===== config.mk =====
export PLATFORM = sky130hd
export DESIGN_NAME = mac_unit_flat
export DESIGN_NICKNAME = d
export VERILOG_FILES = /design/src/rtl/arith_pkg.sv /design/src/rtl/mac_unit_if.sv /design/src/rtl/sat_narrow.sv /design/src/rtl/mac_unit.sv /design/src/flat_wrapper.sv
export SDC_FILE = /design/constraint.sdc
export NUM_CORES = 1
export LEC_CHECK = 0
export ABC_AREA = 1
export BUFFER_PORTS_ARGS = -buffer_cell sky130_fd_sc_hd__buf_2
export CORE_MARGIN = 1
export CORE_UTILIZATION = 30
export CTS_BUF_LIST = sky130_fd_sc_hd__clkbuf_2
export CTS_CLUSTER_DIAMETER = 80
export DETAILED_ROUTE_END_ITERATION = 6
export PLACE_DENSITY = 0.58
export SETUP_SLACK_MARGIN = 0.3
export SYNTH_ARGS = -nofsm -noshare
export SYNTH_HDL_FRONTEND = slang
export SYNTH_SLANG_ARGS = --single-unit

===== constraint.sdc =====
create_clock -name clk -period 4.16 [get_ports clk]
set_input_delay 0.416 -clock clk [delete_from_list [all_inputs] [get_ports clk]]
set_output_delay 0.416 -clock clk [all_outputs]
set_load 0.02 [all_outputs]

===== src/rtl/arith_pkg.sv =====
// Shared arithmetic datapath definitions for the MAC unit and the divider.
// Contents: operand width, 16-bit signed limits and the MAC state encoding.
package arith_pkg;

  localparam int unsigned ARITH_WIDTH = 16;

  localparam logic [15:0] S16_MAX = 16'h7FFF;
  localparam logic [15:0] S16_MIN = 16'h8000;

  typedef enum logic [1:0] {
    StIdle,
    StCalc,
    StFinish
  } mac_state_t;

endpackage


===== src/rtl/mac_unit_if.sv =====
// Handshake and operand/result bundle of the MAC unit.
// master: requester (drives start and operands, observes status and results).
// slave:  the MAC unit itself.
interface mac_unit_if #(
  parameter int unsigned WIDTH = arith_pkg::ARITH_WIDTH
) ();

  logic                 start;
  logic [WIDTH-1:0]     multiplicand;
  logic [WIDTH-1:0]     multiplier;
  logic [WIDTH-1:0]     addend;
  logic                 busy;
  logic                 done;
  logic [2*WIDTH-1:0]   result;
  logic [WIDTH-1:0]     result16;
  logic                 overflow;

  modport master (
    output start, multiplicand, multiplier, addend,
    input  busy, done, result, result16, overflow
  );

  modport slave (
    input  start, multiplicand, multiplier, addend,
    output busy, done, result, result16, overflow
  );

endinterface


===== src/rtl/sat_narrow.sv =====
// Combinational 2*WIDTH -> WIDTH narrower for the MAC result.
// Macro MAC_SAT_EN: when defined, an out-of-range value saturates to the signed
// WIDTH-bit limit of the same sign; otherwise the low WIDTH bits pass through.
// Ports: wide_i (full-precision signed value), narrow_o (narrowed value),
//        overflow_o (wide_i not representable in WIDTH signed bits).
module sat_narrow #(
  parameter int unsigned WIDTH = arith_pkg::ARITH_WIDTH
) (
  input  logic [2*WIDTH-1:0] wide_i,
  output logic [WIDTH-1:0]   narrow_o,
  output logic               overflow_o
);

  always_comb begin
    overflow_o = (wide_i != {{WIDTH{wide_i[WIDTH-1]}}, wide_i[WIDTH-1:0]});
`ifdef MAC_SAT_EN
    if (overflow_o) begin
      narrow_o = wide_i[2*WIDTH-1] ? {1'b1, {(WIDTH-1){1'b0}}} : {1'b0, {(WIDTH-1){1'b1}}};
    end else begin
      narrow_o = wide_i[WIDTH-1:0];
    end
`else
    narrow_o = wide_i[WIDTH-1:0];
`endif
  end

endmodule


===== src/rtl/mac_unit.sv =====
// Sequential signed multiply-accumulate: result = multiplicand * multiplier + addend.
// Radix-2 shift-add on operand magnitudes, sign applied at the end; one result every
// WIDTH+2 cycles. Optional saturation of result16 under macro MAC_SAT_EN (see sat_narrow).
// Ports: clk, rst (synchronous, active-high), bus (mac_unit_if.slave: start, operands,
//        busy, done pulse, result, result16, overflow).
module mac_unit #(
  parameter int unsigned WIDTH = arith_pkg::ARITH_WIDTH
) (
  input logic       clk,
  input logic       rst,
  mac_unit_if.slave bus
);
  import arith_pkg::*;

  localparam int unsigned CntW = $clog2(WIDTH + 1);

  mac_state_t         state_q, state_d;
  logic [2*WIDTH-1:0] mcand_q, mcand_d;
  logic [WIDTH:0]     mplier_q, mplier_d;
  logic [2*WIDTH-1:0] acc_q, acc_d;
  logic               sign_q, sign_d;
  logic [WIDTH-1:0]   addend_q, addend_d;
  logic [CntW-1:0]    count_q, count_d;
  logic               busy_q, busy_d;
  logic               done_q, done_d;
  logic [2*WIDTH-1:0] result_q, result_d;
  logic [WIDTH-1:0]   result16_q, result16_d;
  logic               overflow_q, overflow_d;

  // One extra bit so that the most negative operand has a representable magnitude.
  logic [WIDTH:0]     a_ext, b_ext, a_mag, b_mag;
  logic [2*WIDTH-1:0] signed_prod, fin_sum;
  logic [WIDTH-1:0]   fin_narrow;
  logic               fin_ovf;

  always_comb begin
    a_ext       = {bus.multiplicand[WIDTH-1], bus.multiplicand};
    b_ext       = {bus.multiplier[WIDTH-1], bus.multiplier};
    a_mag       = a_ext[WIDTH] ? -a_ext : a_ext;
    b_mag       = b_ext[WIDTH] ? -b_ext : b_ext;
    signed_prod = sign_q ? -acc_q : acc_q;
    // Bounded by 2^30 + 2^15 in magnitude, so this add never wraps.
    fin_sum     = signed_prod + {{WIDTH{addend_q[WIDTH-1]}}, addend_q};
  end

  sat_narrow #(
    .WIDTH (WIDTH)
  ) u_sat_narrow (
    .wide_i     (fin_sum),
    .narrow_o   (fin_narrow),
    .overflow_o (fin_ovf)
  );

  always_comb begin
    state_d    = state_q;
    mcand_d    = mcand_q;
    mplier_d   = mplier_q;
    acc_d      = acc_q;
    sign_d     = sign_q;
    addend_d   = addend_q;
    count_d    = count_q;
    busy_d     = busy_q;
    done_d     = 1'b0;
    result_d   = result_q;
    result16_d = result16_q;
    overflow_d = overflow_q;

    unique case (state_q)
      StIdle: begin
        if (bus.start) begin
          mcand_d  = {{(WIDTH-1){1'b0}}, a_mag};
          mplier_d = b_mag;
          sign_d   = bus.multiplicand[WIDTH-1] ^ bus.multiplier[WIDTH-1];
          addend_d = bus.addend;
          acc_d    = '0;
          count_d  = '0;
          busy_d   = 1'b1;
          state_d  = StCalc;
        end
      end
      StCalc: begin
        if (mplier_q[0]) begin
          acc_d = acc_q + mcand_q;
        end
        mcand_d  = mcand_q << 1;
        mplier_d = mplier_q >> 1;
        count_d  = count_q + CntW'(1);
        // WIDTH+1 iterations cover every bit of the (WIDTH+1)-bit magnitude.
        if (count_q == CntW'(WIDTH)) begin
          state_d = StFinish;
        end
      end
      StFinish: begin
        result_d   = fin_sum;
        result16_d = fin_narrow;
        overflow_d = fin_ovf;
        done_d     = 1'b1;
        busy_d     = 1'b0;
        state_d    = StIdle;
      end
      default: state_d = StIdle;
    endcase
  end

  always_ff @(posedge clk) begin
    if (rst) begin
      state_q    <= StIdle;
      mcand_q    <= '0;
      mplier_q   <= '0;
      acc_q      <= '0;
      sign_q     <= 1'b0;
      addend_q   <= '0;
      count_q    <= '0;
      busy_q     <= 1'b0;
      done_q     <= 1'b0;
      result_q   <= '0;
      result16_q <= '0;
      overflow_q <= 1'b0;
    end else begin
      state_q    <= state_d;
      mcand_q    <= mcand_d;
      mplier_q   <= mplier_d;
      acc_q      <= acc_d;
      sign_q     <= sign_d;
      addend_q   <= addend_d;
      count_q    <= count_d;
      busy_q     <= busy_d;
      done_q     <= done_d;
      result_q   <= result_d;
      result16_q <= result16_d;
      overflow_q <= overflow_d;
    end
  end

  assign bus.busy     = busy_q;
  assign bus.done     = done_q;
  assign bus.result   = result_q;
  assign bus.result16 = result16_q;
  assign bus.overflow = overflow_q;

endmodule

===== src/flat_wrapper.sv =====
// flat-port wrapper written by rule: the top's interface ports become plain ports
module mac_unit_flat import arith_pkg::*;
#(
  parameter int unsigned WIDTH = arith_pkg::ARITH_WIDTH
)
  (clk, rst, bus_start, bus_multiplicand, bus_multiplier, bus_addend, bus_busy, bus_done, bus_result, bus_result16, bus_overflow);
  mac_unit_if #(.WIDTH(WIDTH)) bus_i ();
  input logic clk;
  input logic rst;
  input wire logic [$bits(bus_i.start)-1:0] bus_start;
  input wire logic [$bits(bus_i.multiplicand)-1:0] bus_multiplicand;
  input wire logic [$bits(bus_i.multiplier)-1:0] bus_multiplier;
  input wire logic [$bits(bus_i.addend)-1:0] bus_addend;
  output wire logic [$bits(bus_i.busy)-1:0] bus_busy;
  output wire logic [$bits(bus_i.done)-1:0] bus_done;
  output wire logic [$bits(bus_i.result)-1:0] bus_result;
  output wire logic [$bits(bus_i.result16)-1:0] bus_result16;
  output wire logic [$bits(bus_i.overflow)-1:0] bus_overflow;
  assign bus_i.start = bus_start;
  assign bus_i.multiplicand = bus_multiplicand;
  assign bus_i.multiplier = bus_multiplier;
  assign bus_i.addend = bus_addend;
  assign bus_busy = bus_i.busy;
  assign bus_done = bus_i.done;
  assign bus_result = bus_i.result;
  assign bus_result16 = bus_i.result16;
  assign bus_overflow = bus_i.overflow;
  mac_unit #(.WIDTH(WIDTH)) u_core (.clk(clk), .rst(rst), .bus(bus_i));
endmodule

==> metrics.txt <==
share of cells above drive strength 1=0.1440; Residual DRC=21; ys async rst share=0; CTS tree=done; Synthesis Warnings=0; via count=around 12k; power consumption=roughly 3.0 mW; R2R Setup Slk=between 500 and 600 ps; number of cell rows=69; die area=approximately 0.037 mm²; Critical Path RT=4820 ps; critical setup path kind=reg2reg; number of unique standard cell types used by synthesis=47; Net Count, Synth=1881; Critical Path AT=4260 ps; count leader, synth=nand2_1; Iteration-0 DRC Markers=about 680; H-tree levels=4; Leakage Power=6.288 nW; mapped cell area=0.01094 mm²; Fmax=277.8 MHz; setup_tns=0 ps; first-pass GRT wire length=53.56 mm; Post-synth EDFFs=0; Max Slew Vio Count=0; RR Endpoint=u_core.bus.overflow; CTS buffer count=17; RSZ-0062 raised after global routing=no; most frequent cells after synthesis=nand2_1 (449), inv_1 (208), nor2_1 (186), a21oi_1 (143), dfxtp_1 (140); initial antenna violation count=1; Clock Tree Buf Depth=2; relative slew slack=0.4612; Worst setup SP type=flip-flop; vias per cell=4.904; core area=0.03574 mm²; Post-Syn Instances=1755; Multi-input gate area=0.007264 mm²; largest net degree at the start of global routing=61; status=complete, but fails checks; Synth area leaders=dfxtp_1 (26%), nand2_1 (15%), ha_1 (8.4%); Worst setup EP type=flip-flop; overall routing resource usage=0.1811; post-route ant nets=0; slew at the pin closest to its max-slew limit=between 800 and 900 ps; die width=roughly 190 µm; Die H=192.9 µm; root buffer cell=clkbuf_2; Synth-to-Final Area Change=17.18%; dominant synthesized flop cell=dfxtp_1; Reg-to-Reg Start=u_core.acc_q[1]; Hold Path Stages=3; post-synthesis register bit count=between 100 and 150; mean post-synth cell area=6.232 µm²; sequential share of the synthesized area=0.2562; WL per Instance=around 14 µm; fin crit period=3600 ps; CP max FO=5; Worst Hold End=u_core.mplier_q[6]; r2r worst-path depth=26; Reg area=between 0.002 and 0.003 mm²; Max Clock Skew=56.84 ps; Final Hold Fails=0; PD cells=235.5 mW/mm²; Starting Density=0.3060; drt pass-1 iters=7; max_cap viols=0; area share of the largest cell type after synthesis=0.2562; HPWL after DPL=approximately 26 mm; TritonCTS Sinks=between 100 and 150; Placed Area=0.01183 mm²; hold crit path type=in2reg; IO Pins=about 100; post-synth top area cell=dfxtp_1; clk slew on worst S/H paths=250 ps; vias in the first global route=10.83k; fin crit share=0.8653; failing checks=design-rule violations; final wirelength=approximately 33 mm; worst skew pair latency=760 ps; port bufs=101; cell area after layout=0.01282 mm²; Fillers=3956; Hold Crit Start=bus_multiplier[15]; Routability Congestion=0.9381; setup violators final=0; nets=about 2.0k; GRT Residual Overflow=0; VDD IR max=162.8 µV
report_power, final:
group	leakage [nW]	total (mW)	internal, mW	switching [mW]
Sequential	1.14	1.44	1.39	0.0458
Clock	0.137	0.836	0.283	0.553
Combinational	5.01	0.744	0.267	0.477
Total	6.29	3.02	1.94	1.08
per-layer routing:
metal | share of wire | wire, µm | global-route usage | up-vias
li1 | - | - | - | 6041
met1 | 0.49 | 15980 | 0.2408 | 5194
met2 | 0.45 | 14850 | 0.3002 | 249
met3 | 0.037 | 1207 | 0.02462 | 45
met4 | 0.022 | 725 | 0.06040 | 0
met5 | 0 | 0 | 0 | -
worst max-delay path by stage:
stage                         start  depth (start not counted)  slack, ps             endpoint
finish              u_core.acc_q[1]                         26        560  u_core.bus.overflow
global route        u_core.acc_q[1]                         28        240  u_core.bus.overflow
CTS                 u_core.acc_q[1]                         26        350  u_core.bus.overflow
detailed placement  u_core.acc_q[1]                         26        410  u_core.bus.overflow
global placement    u_core.acc_q[1]                         26        450  u_core.bus.overflow
floorplan           u_core.acc_q[1]                         28       1030  u_core.bus.overflow
stage by stage:
stage                     utilization  setup slack (ps)  instances  hold slack [ps]
after floorplan                     -              1028       1755            433.6
after global placement         0.3309             447.8       2267            450.5
after detailed placement       0.3309             406.0       2267            450.9
after CTS                      0.3501             348.8       2344            33.99
after global routing           0.3586             240.8       2351            61.06
final                          0.3586             560.3       2351            139.1
state kept, by name, indices dropped and copies added (netlist names), 2 cells and up:
name and count:
u_core.acc_q 32, u_core.addend_q 16, u_core.bus.result 17, u_core.bus.result16 15, u_core.count_q 5, u_core.mcand_q 32, u_core.mplier_q 17, u_core.state_q 2
layout by cell type, fill, tap and decap left out, types with 5 or more instances in the layout:
cell type	instances
nand2_1	437
inv_1	203
nor2_1	173
dfxtp_1	138
a21oi_1	137
nand3_1	114
o21ai_0	108
buf_2	101
ha_1	69
dlygate4sd3_1	45
a22oi_1	36
nand2_2	24
nor2_2	22
nand4_1	20
clkbuf_2	19
buf_4	19
xor2_1	18
nor3_1	17
o22ai_1	17
a31oi_1	15
xnor2_1	15
inv_2	13
or2_2	12
nor2_4	9
nand3_2	9
a21o_1	7
a21oi_2	7
o31ai_1	5
o21a_1	5
o32ai_1	5
cells by family after synthesis:
group	Yosys count	share of synthesized area
compound gates	365	0.1900
xor+xnor	37	0.02963
fa+ha+maj	75	0.08717
buf+inv	283	0.1032
flops	140	0.2562
simple gates	855	0.3338
worst max-delay path, cell delays in order (launching register included):
cell     delay (ps)
dfxtp_4         410
inv_4            70
ha_4            130
nand2_2          70
nor2_4          120
nand2_2          80
nor2_2          130
inv_2            50
nor3_2          170
nand3_2         120
inv_2            80
nand4_1         150
nand2_2         160
o21ai_2          80
xor2_2          170
ha_4            320
nand2_2         110
nor2_2          130
nand2_1         130
nor3_2          160
nand2_2         110
nand3_1          90
nand2_1         100
nor2_2          140
nand3_2          80
nand2_1          70
a21oi_1          60
cell type report:
cell class                 count  area share
multi-input combinational   1332      0.5668
clock inverter                13     0.01084
antenna                        1   0.0001952
timing repair buffer         165     0.08571
sequential                   140      0.2193
clock buffer                  19    0.007419
tap                          461     0.04500
inverter                     220     0.06482
what timing repair did:
| action | 4_1_cts | 5_1_grt |
|---|---|---|
| hold buffers | 45 | 0 |
| endpoints found under the hold margin | 46 | 0 |
| gates resized for setup | 0 | 72 |
| setup endpoints to repair | 0 | 7 |
| setup buffers | 0 | 6 |
Power figures use the tool's default switching activity.
